**src/rtl/alu_iterative_exec_if.sv**
```systemverilog
// Request/result channel between operand select and the iterative ALU.
// Master is the requester and result consumer; slave is the ALU.
interface alu_iterative_exec_if #(
  parameter int DATA_WIDTH = 32
);
  logic                  in_valid;
  logic                  in_ready;
  logic [3:0]            Operation;
  logic [DATA_WIDTH-1:0] SrcA;
  logic [DATA_WIDTH-1:0] SrcB;
  logic                  out_valid;
  logic                  out_ready;
  logic [DATA_WIDTH-1:0] ALUResult;
  logic                  Zero;
  logic                  Illegal;

  modport master (
    output in_valid, Operation, SrcA, SrcB, out_ready,
    input  in_ready, out_valid, ALUResult, Zero, Illegal
  );

  modport slave (
    input  in_valid, Operation, SrcA, SrcB, out_ready,
    output in_ready, out_valid, ALUResult, Zero, Illegal
  );
endinterface

```
**src/rtl/alu_iterative_exec.sv**
```systemverilog
// Iterative ALU: single-cycle logic/arith/compare, shifts one bit per cycle.
// Result, Zero and Illegal are registered and held until the consumer takes them.
module alu_iterative_exec #(
  parameter int DATA_WIDTH = 32
) (
  input logic                 clk,
  input logic                 rst_n,
  alu_iterative_exec_if.slave bus
);
  localparam int SW = $clog2(DATA_WIDTH);

  localparam logic [3:0] OP_AND  = 4'b0000;
  localparam logic [3:0] OP_OR   = 4'b0001;
  localparam logic [3:0] OP_ADD  = 4'b0010;
  localparam logic [3:0] OP_SUB  = 4'b0011;
  localparam logic [3:0] OP_NE   = 4'b0100;
  localparam logic [3:0] OP_SLT  = 4'b0101;
  localparam logic [3:0] OP_PASB = 4'b0110;
  localparam logic [3:0] OP_SRL  = 4'b0111;
  localparam logic [3:0] OP_EQ   = 4'b1000;
  localparam logic [3:0] OP_SLL  = 4'b1001;
  localparam logic [3:0] OP_SRA  = 4'b1010;
  localparam logic [3:0] OP_LT   = 4'b1100;
  localparam logic [3:0] OP_XOR  = 4'b1110;
  localparam logic [3:0] OP_GE   = 4'b1111;

  typedef enum logic [1:0] {IDLE, SHIFT, DONE} state_t;

  state_t                state_q, state_d;
  logic [DATA_WIDTH-1:0] shreg_q, sh_next;
  logic [SW-1:0]         cnt_q;
  logic [3:0]            op_q;
  logic [DATA_WIDTH-1:0] result_q;
  logic                  zero_q, illegal_q;

  logic                  accept, is_shift, alu_ill;
  logic [SW-1:0]         shamt;
  logic [DATA_WIDTH-1:0] alu_res;

  assign bus.in_ready  = (state_q == IDLE);
  assign bus.out_valid = (state_q == DONE);
  assign bus.ALUResult = result_q;
  assign bus.Zero      = zero_q;
  assign bus.Illegal   = illegal_q;

  assign accept   = bus.in_valid && (state_q == IDLE);
  assign shamt    = bus.SrcB[SW-1:0];
  assign is_shift = (bus.Operation == OP_SLL) || (bus.Operation == OP_SRL) ||
                    (bus.Operation == OP_SRA);

  // Single-cycle result; shift codes land here only with a zero shift amount.
  always_comb begin
    // NOTE: every always_comb output gets a default first, so no path can infer a latch.
    alu_res = '0;
    alu_ill = 1'b0;
    case (bus.Operation)
      OP_AND:  alu_res = bus.SrcA & bus.SrcB;
      OP_OR:   alu_res = bus.SrcA | bus.SrcB;
      OP_ADD:  alu_res = bus.SrcA + bus.SrcB;
      OP_SUB:  alu_res = bus.SrcA - bus.SrcB;
      OP_XOR:  alu_res = bus.SrcA ^ bus.SrcB;
      OP_PASB: alu_res = bus.SrcB;
      OP_SLL, OP_SRL, OP_SRA: alu_res = bus.SrcA;
      OP_SLT, OP_LT:
        alu_res = {{(DATA_WIDTH-1){1'b0}}, $signed(bus.SrcA) < $signed(bus.SrcB)};
      OP_GE:
        alu_res = {{(DATA_WIDTH-1){1'b0}}, $signed(bus.SrcA) >= $signed(bus.SrcB)};
      OP_EQ:   alu_res = {{(DATA_WIDTH-1){1'b0}}, bus.SrcA == bus.SrcB};
      OP_NE:   alu_res = {{(DATA_WIDTH-1){1'b0}}, bus.SrcA != bus.SrcB};
      default: alu_ill = 1'b1;
    endcase
  end

  always_comb begin
    sh_next = {shreg_q[DATA_WIDTH-1], shreg_q[DATA_WIDTH-1:1]};
    if (op_q == OP_SLL)      sh_next = {shreg_q[DATA_WIDTH-2:0], 1'b0};
    else if (op_q == OP_SRL) sh_next = {1'b0, shreg_q[DATA_WIDTH-1:1]};
  end

  always_comb begin
    state_d = state_q;
    case (state_q)
      IDLE:    if (accept) state_d = (is_shift && shamt != '0) ? SHIFT : DONE;
      SHIFT:   if (cnt_q == SW'(1)) state_d = DONE;
      DONE:    if (bus.out_ready) state_d = IDLE;
      default: state_d = IDLE;
    endcase
  end

  // NOTE: sequential state uses non-blocking assignments so every flop samples pre-edge values.
  always_ff @(posedge clk or negedge rst_n) begin
    if (!rst_n) state_q <= IDLE;
    else        state_q <= state_d;
  end

  // NOTE: datapath registers are reset too, because the outputs and counter must read 0 after reset.
  always_ff @(posedge clk or negedge rst_n) begin
    if (!rst_n) begin
      shreg_q   <= '0;
      cnt_q     <= '0;
      op_q      <= '0;
      result_q  <= '0;
      zero_q    <= 1'b0;
      illegal_q <= 1'b0;
    end else begin
      case (state_q)
        IDLE: if (accept) begin
          if (is_shift && shamt != '0) begin
            shreg_q <= bus.SrcA;
            cnt_q   <= shamt;
            op_q    <= bus.Operation;
          end else begin
            result_q  <= alu_res;
            zero_q    <= (alu_res == '0);
            illegal_q <= alu_ill;
          end
        end
        SHIFT: begin
          shreg_q <= sh_next;
          cnt_q   <= cnt_q - SW'(1);
          if (cnt_q == SW'(1)) begin
            result_q  <= sh_next;
            zero_q    <= (sh_next == '0);
            illegal_q <= 1'b0;
          end
        end
        default: ;
      endcase
    end
  end
endmodule

```
**src/flat_wrapper.sv**
```systemverilog
// flat-port wrapper written by rule: the top's interface ports become plain ports
module alu_iterative_exec_flat 
#(
  parameter int DATA_WIDTH = 32
)
  (clk, rst_n, bus_in_valid, bus_Operation, bus_SrcA, bus_SrcB, bus_out_ready, bus_in_ready, bus_out_valid, bus_ALUResult, bus_Zero, bus_Illegal);
  alu_iterative_exec_if #(.DATA_WIDTH(DATA_WIDTH)) bus_i ();
  input logic clk;
  input logic rst_n;
  input wire logic [$bits(bus_i.in_valid)-1:0] bus_in_valid;
  input wire logic [$bits(bus_i.Operation)-1:0] bus_Operation;
  input wire logic [$bits(bus_i.SrcA)-1:0] bus_SrcA;
  input wire logic [$bits(bus_i.SrcB)-1:0] bus_SrcB;
  input wire logic [$bits(bus_i.out_ready)-1:0] bus_out_ready;
  output wire logic [$bits(bus_i.in_ready)-1:0] bus_in_ready;
  output wire logic [$bits(bus_i.out_valid)-1:0] bus_out_valid;
  output wire logic [$bits(bus_i.ALUResult)-1:0] bus_ALUResult;
  output wire logic [$bits(bus_i.Zero)-1:0] bus_Zero;
  output wire logic [$bits(bus_i.Illegal)-1:0] bus_Illegal;
  assign bus_i.in_valid = bus_in_valid;
  assign bus_i.Operation = bus_Operation;
  assign bus_i.SrcA = bus_SrcA;
  assign bus_i.SrcB = bus_SrcB;
  assign bus_i.out_ready = bus_out_ready;
  assign bus_in_ready = bus_i.in_ready;
  assign bus_out_valid = bus_i.out_valid;
  assign bus_ALUResult = bus_i.ALUResult;
  assign bus_Zero = bus_i.Zero;
  assign bus_Illegal = bus_i.Illegal;
  alu_iterative_exec #(.DATA_WIDTH(DATA_WIDTH)) u_core (.clk(clk), .rst_n(rst_n), .bus(bus_i));
endmodule
```
**config.mk**
```make
export PLATFORM = sky130hd
export DESIGN_NAME = alu_iterative_exec_flat
export DESIGN_NICKNAME = d
export VERILOG_FILES = /design/src/rtl/alu_iterative_exec_if.sv /design/src/rtl/alu_iterative_exec.sv /design/src/flat_wrapper.sv
export SDC_FILE = /design/constraint.sdc
export NUM_CORES = 1
export LEC_CHECK = 0
export CORE_MARGIN = 2
export CORE_UTILIZATION = 48
export DETAILED_ROUTE_END_ITERATION = 6
export DONT_BUFFER_PORTS = 1
export GPL_ROUTABILITY_DRIVEN = 0
export PLACE_DENSITY = 0.6
export SETUP_SLACK_MARGIN = 0.5
export SLEW_MARGIN = 10
export SYNTH_ARGS = -nofsm -noshare
export SYNTH_HDL_FRONTEND = slang
export SYNTH_SLANG_ARGS = --single-unit
export TNS_END_PERCENT = 5
```
**constraint.sdc**
```tcl
create_clock -name clk -period 3.9 [get_ports clk]
set_clock_uncertainty 0.05 [all_clocks]
set_input_delay 0.78 -clock clk [delete_from_list [all_inputs] [get_ports clk]]
set_output_delay 0.78 -clock clk [all_outputs]
set_load 0.05 [all_outputs]
```
# --- Word level (Yosys, flattened, before mapping) ---
# Index checks and enable logic that the tools add are counted.
totals:
  reg_bits: 77
  inputBits: 72
  out_inout_bits: 36
  word_cells: 84
op_classes:
  n_mux: 27
  magnitude_cmp: 2
  bitwise_logic: 3
  reduce_logical: 17
  eq_ne: 25
  add_sub_neg: 3
ops:
  columns: ["cell", "n"]
  rows:
  - ["case mux 32 bit (11 select lines)", 1]
  - ["two-way mux 32 bit", 7]
  - ["case mux 32 bit (2 select lines)", 2]
  - ["zero test 32 bit", 2]
  - ["adder 32 bit", 1]
  - ["bitwise AND 32 bit", 1]
  - ["equality test 32 bit", 1]
  - ["greater-or-equal comparator 32 bit", 1]
  - ["< comparator 32 bit", 1]
  - ["!= test 32 bit", 1]
  - ["OR 32 bit", 1]
  - ["subtractor 32 bit", 1]
  - ["bitwise XOR 32 bit", 1]
  - ["equality test 4 bit (second input constant)", 7]
  - ["equality test 4 x 3 -> 1 bit (second input constant)", 5]
  - ["OR reduction 14 bit", 1]
  - ["two-way mux 5 bit", 2]
  - ["case mux 5 bit (2 select lines)", 1]
  - ["AND reduction 3 bit", 3]
  - ["equality test 4 x 2 -> 1 bit (second input constant)", 2]
  - ["two-way mux 2 bit", 4]
  - ["two-way mux 1 bit", 7]
  - ["!= test 2 x 1 -> 1 bit (second input constant)", 3]
  - ["case mux 2 bit (3 select lines)", 1]
  - ["other kinds (16)", 20]

# --- Longest topological paths before layout ---
logic_depth:
  ltp_word: 7
  ltp_mapped: 16
  ltp_nobuf: 16

# --- Least setup slack after synthesis ---
# OpenSTA, ideal clock, no wires.
synth_path:
  path_type: "in2reg"
  from: "in bus_SrcB[1]"
  to: "reg u_core.zero_q (netlist: u_core.bus.Zero)"
  setup_ps: 76
  arrival_ps: 4081
  required_time_ps: 3774
  setup_slack_ps: -307
  path_buffers: 0
  stages: 14
  path_cell_list: "inv_1 -> ha_1 -> o21ba_2 -> or4_4 -> and2_4 -> o311a_1 -> a221oi_2 -> o21ai_1 -> a211o_1 -> or4_1 -> or4_1 -> nor4_1 -> nand3_1 -> o21ai_1"
synth_between:
  elab_chain_cells: 6
  word_cells_on_any_way: 18
  cone_classes: "2 x add/sub; 2 x order compare; 3 x eq/ne; 4 x mux; 3 x bitwise; 4 x reduce/logical"
synth_lines:
  columns: ["item", "line_no", "rtl"]
  rows:
  - ["start: declaration", "flat_wrapper.sv:13", "input wire logic [$bits(bus_i.SrcB)-1:0] bus_SrcB;"]
  - ["subtractor 32 bit (tied with other cells)", "alu_iterative_exec.sv:60", "OP_SUB: alu_res = bus.SrcA - bus.SrcB;"]
  - ["case mux 32 bit (11 select lines)", "alu_iterative_exec.sv:56", "case (bus.Operation)"]
  - ["zero test 32 bit", "alu_iterative_exec.sv:114", "zero_q <= (alu_res == '0);"]
  - ["two-way mux 1 bit", "alu_iterative_exec.sv:108", "if (is_shift && shamt != '0) begin"]
  - ["two-way mux 1 bit", "alu_iterative_exec.sv:107", "IDLE: if (accept) begin"]
  - ["case mux 1 bit (2 select lines)", "alu_iterative_exec.sv:106", "case (state_q)"]
  - ["end signal: assignment", "alu_iterative_exec.sv:114", null]
  - ["end signal: assignment", "alu_iterative_exec.sv:123", "zero_q <= (sh_next == '0);"]
  - ["end: declaration", "alu_iterative_exec.sv:34", "logic zero_q, illegal_q;"]
# Several ways; a longest one is shown, not always the timed one. The select of a mux whose other input is x is not followed.
# A chain may end at the register's enable or synchronous reset.

# --- Worst setup path in the final report ---
# Same ends and word-level chain as after synthesis.

==> tab_implementation.tex <==
\begin{tabular}{lr}
\hline
Metric & Value \\
\hline
\multicolumn{2}{l}{\textbf{Global route}} \\
\quad Vias in the first global route & 10940 \\
\quad GR met3 Demand/Resource & 0.07950 \\
\quad Most utilized layer in the global route result & met2 \\
\quad GRT Residual Overflow & 0 \\
\quad Antenna violations before repair & 0 \\
\quad First-pass GRT wire length & 61510 µm \\
\quad Met2 demand-to-capacity share in global routing & 0.5374 \\
\quad Maximum number of pins on one net before global-route repair & 86 \\
\quad All-layer global routing usage & 0.3633 \\
\quad Met1 capacity usage during global routing & 0.5118 \\
\multicolumn{2}{l}{\textbf{Outcome}} \\
\quad Outcome & finished, violations left \\
\quad Violated checks & setup timing \\
\multicolumn{2}{l}{\textbf{Hold path}} \\
\quad Hold WC Path Type & input port to async pin \\
\multicolumn{2}{l}{\textbf{Critical path}} \\
\quad Crit path capture type & flip-flop \\
\quad Cell repeated most along the worst path & or4\_4 \\
\quad Largest fanout of any net on the critical path & 6 \\
\quad Crit-path slowest cell & or4\_1 \\
\quad Data required time at the worst endpoint & 4.12 ns \\
\quad Setup Crit Path Kind & input port to flip-flop \\
\quad Ordered list of cells on the worst path & clkinvlp\_4, ha\_4, o21ba\_2, or4\_4, and2\_4, a221oi\_2, o21ai\_2, nor3\_2, nand4\_1, or4\_1, or4\_4, nor4\_2, nand3\_1, o21ai\_1 \\
\quad Endpoint arrival time on the critical path & 4.30 ns \\
\quad Worst stage delay on the critical path & 0.51 ns \\
\quad Category of the worst setup path launch point & input port \\
\multicolumn{2}{l}{\textbf{CTS}} \\
\quad Clock transition at the registers of the reported paths & 0.07 ns \\
\quad Maximum count of clock buffers along a single path & 2 \\
\quad Root Buffer & clkbuf\_16 \\
\quad Clock tree from TritonCTS & yes \\
\quad Maximum level of the CTS H-tree & 3 \\
\quad CTS Sinks & 77 \\
\quad Number of buffers inserted for hold repair after clock tree synthesis & 0 \\
\quad CTS buffer count & 9 \\
\quad Clock latency reported for the late side of the worst-skew pair & 0.35 ns \\
\multicolumn{2}{l}{\textbf{Layout}} \\
\quad Total Nets Final & 1755 \\
\quad Sequential standard cell area & 1927 µm² \\
\quad Most common cell after layout, fill and taps aside & buf\_4 \\
\quad Filler cell count in the final layout & 1917 \\
\quad Layout area overhead & 26.62\% \\
\quad Top library cells by usage in the layout, fill and taps aside & buf\_4 (249), nand2\_1 (212), o21ai\_0 (160), a21oi\_1 (101) \\
\quad Area of combinational cells with multiple inputs & 7533 µm² \\
\quad Fraction of layout instances using a drive strength above 1 & 0.2256 \\
\quad Post-Layout Cell Count & 1857 \\
\quad Antenna diode instance count & 0 \\
\multicolumn{2}{l}{\textbf{Pwr}} \\
\quad Internal Pwr Total & 2739 µW \\
\quad Switching power as a share of total power & 0.4821 \\
\quad Net switching power of the design & 2549 µW \\
\quad Worst VDD drop & 0.2165 mV \\
\quad Register share of total power & 0.375 \\
\quad Power density cells & 424.9 nW/µm² \\
\quad Final Power & 5288 µW \\
\quad Leakage power & 0.005725 µW \\
\quad Combinational group share of total power & 0.440 \\
\quad Power share of the clock group & 0.185 \\
\multicolumn{2}{l}{\textbf{Synth}} \\
\quad Number of distinct library cell variants in the gate-level netlist after synthesis & 88 \\
\quad Post-synthesis instance total & 1414 \\
\quad Synth async-reset ratio & 1.000 \\
\quad Number of warnings issued by yosys & 0 \\
\quad Number of nets in the synthesized netlist & 1587 \\
\quad Count of flip-flops with a built-in enable after synthesis & 0 \\
\quad Post-synth design cell area & 9829 µm² \\
\quad Flip-flop and latch count after synthesis & 77 \\
\quad Syn avg cell area & 6.952 µm² \\
\quad Predominant post-synthesis flop cell & dfrtp\_1 \\
\quad Post-synthesis sequential area ratio & 0.1960 \\
\multicolumn{2}{l}{\textbf{Flow run}} \\
\quad Max-cap check violation count & 0 \\
\multicolumn{2}{l}{\textbf{Timing}} \\
\quad Worst hold-check slack & 0.07260 ns \\
\quad Minimum period implied by the final worst setup slack & 4.081 ns \\
\quad RSZ-0062 raised after global routing & yes \\
\quad Least-Margin Pin Slew & 1.052 ns \\
\quad Final Setup Violations & 1 \\
\quad PnR worst setup slack & -0.1811 ns \\
\quad Tcrit/Tclk final & 1.046 \\
\quad Maximum clock frequency & 0.2450 GHz \\
\quad Final count of pins violating max slew & 0 \\
\quad Final hold vios & 0 \\
\quad Rel. slew slack & 0.2983 \\
\multicolumn{2}{l}{\textbf{Place}} \\
\quad Total of buffers placed on input and output ports & 0 \\
\quad Inst Count DP & 1839 \\
\quad Setup slack at placement & -0.6736 ns \\
\quad Half-perimeter wire length after placement & 30640 µm \\
\multicolumn{2}{l}{\textbf{Routing}} \\
\quad Total via count in the routed design & 11620 \\
\quad Initial DRT Pass Iterations & 6 \\
\quad Initial DRC Count & 1480 \\
\quad Vias per inst & 6.257 \\
\quad Total detailed-routing wirelength & 39820 µm \\
\quad Remaining antenna violation count after routing & 0 \\
\quad Post-detailed-route wirelength per cell & 21.44 µm \\
\quad Remaining routing DRC violations & 0 \\
\multicolumn{2}{l}{\textbf{Die}} \\
\quad Row Count & 52 \\
\quad Ports placed on the boundary & 108 \\
\quad Die X-Extent & 147.1 µm \\
\quad Die Area & 21640 µm² \\
\quad Core footprint & 20170 µm² \\
\quad Effective utilization at floorplan & 0.4873 \\
\quad Die outline height & 147.1 µm \\
\hline
\end{tabular}
layout make-up:
class	count	area share
Clock buffer	9	0.01810
Clock inverter	7	0.009852
Inverter	103	0.03137
Sequential cell	77	0.1548
Timing Repair Buffer	251	0.1534
Tap cell	270	0.02714
Multi-Input combinational cell	1140	0.6053
logic make-up (layout without fill, tap and decap cells):
kind of cell / Yosys count / count (layout) / share of synthesized area
fa+ha+maj: 101 / 101 / 0.1301
mux: 18 / 18 / 0.01884
compound gates: 492 / 492 / 0.3189
buf+inv: 197 / 370 / 0.07663
flops: 77 / 77 / 0.1960
xor+xnor: 18 / 18 / 0.01604
simple gates: 511 / 511 / 0.2435
metal layers:
layer	routed length [µm]	vias up
li1	-	5437
met1	16880	5437
met2	16730	621
met3	4360	125
met4	1853	0
met5	0	-
sequential cells by signal (all words and copies together), names as in the netlist:
register,flops
u_core.bus.Zero,1
u_core.shreg_q,32
u_core.op_q,4
u_core.state_q,2
u_core.cnt_q,5
u_core.bus.ALUResult,32
u_core.bus.Illegal,1
synthesized netlist by cell type (5+ instances only):
cell type / count / area, µm²
nand2_1: 213 / 799.5
o21ai_0: 173 / 865.8
a21oi_1: 107 / 535.5
ha_1: 99 / 1239
inv_1: 99 / 371.6
nor2_1: 97 / 364.1
clkbuf_1: 80 / 300.3
dfrtp_1: 77 / 1927
nand3_1: 49 / 245.2
nor3_1: 29 / 145.1
nor4_1: 22 / 137.6
o22ai_1: 17 / 106.4
and3_1: 15 / 93.84
xnor2_1: 15 / 131.4
a21o_1: 14 / 105.1
mux2i_1: 14 / 140.1
o221ai_1: 14 / 122.6
a221o_1: 13 / 130.1
nor2b_1: 13 / 81.33
o211ai_1: 13 / 97.59
o31ai_1: 13 / 97.59
nand4_1: 12 / 75.07
o21bai_1: 11 / 82.58
a211oi_1: 10 / 75.07
a221oi_1: 10 / 87.58
a31oi_1: 10 / 62.56
o21ai_1: 10 / 50.05
or3_1: 9 / 56.30
and2_1: 8 / 50.05
buf_1: 8 / 30.03
or4_1: 8 / 60.06
a211o_1: 7 / 61.31
a222oi_1: 7 / 70.07
nand2b_1: 7 / 43.79
a22oi_1: 5 / 37.54
buf_2: 5 / 25.02
o31a_1: 5 / 43.79
or2_2: 5 / 31.28
stage by stage:
step	setup TNS (ns)	instance area, µm²	util
2_1_floorplan	-0.2286	9842	-
6_report	-0.1811	12450	0.6171
5_1_grt	-0.5220	12450	0.6171
3_3_place_gp	-3.561	11740	0.5821
3_5_place_dp	-4.200	11740	0.5821
4_1_cts	-0.1872	12300	0.6097
power by group through the flow:
stage	combinational, µW	sequential, µW	clock (µW)
CTS	2260	1980	988
global route	2570	2030	1020
global placement	2170	1980	0
floorplan	1460	1890	0
finish	2330	1980	979
detailed placement	2200	1990	0
path summary, 6_finish.rpt:
path                                      endpoint  cells past startpoint  slack [ns]         startpoint
hold / removal             u_core.bus.ALUResult[7]                      0        0.07              rst_n
min in group clk                   u_core.cnt_q[1]                      2        0.46    u_core.cnt_q[1]
hold reg to reg                    u_core.cnt_q[1]                      2        0.46    u_core.cnt_q[1]
setup reg to reg                   u_core.bus.Zero                     11        0.68  u_core.state_q[0]
setup / recovery                   u_core.bus.Zero                     14       -0.18        bus_SrcB[1]
max in group asynchronous       u_core.shreg_q[26]                      0        3.60              rst_n
worst max-delay path: cells and delay by family:
family          cells  cell delay, ns
compound gates      4            0.75
fa+ha+maj           1            0.26
buf+inv             1            0.11
simple gates        8            2.40
timing repair:
| item | 4_1_cts | 5_1_grt |
|---|---|---|
| endpoints found under the setup margin | 17 | 21 |
| buffers inserted | 0 | 2 |
| pin swaps | 17 | 19 |
| resized for setup | 49 | 30 |
Note: power is estimated with default switching activity, not from simulation.
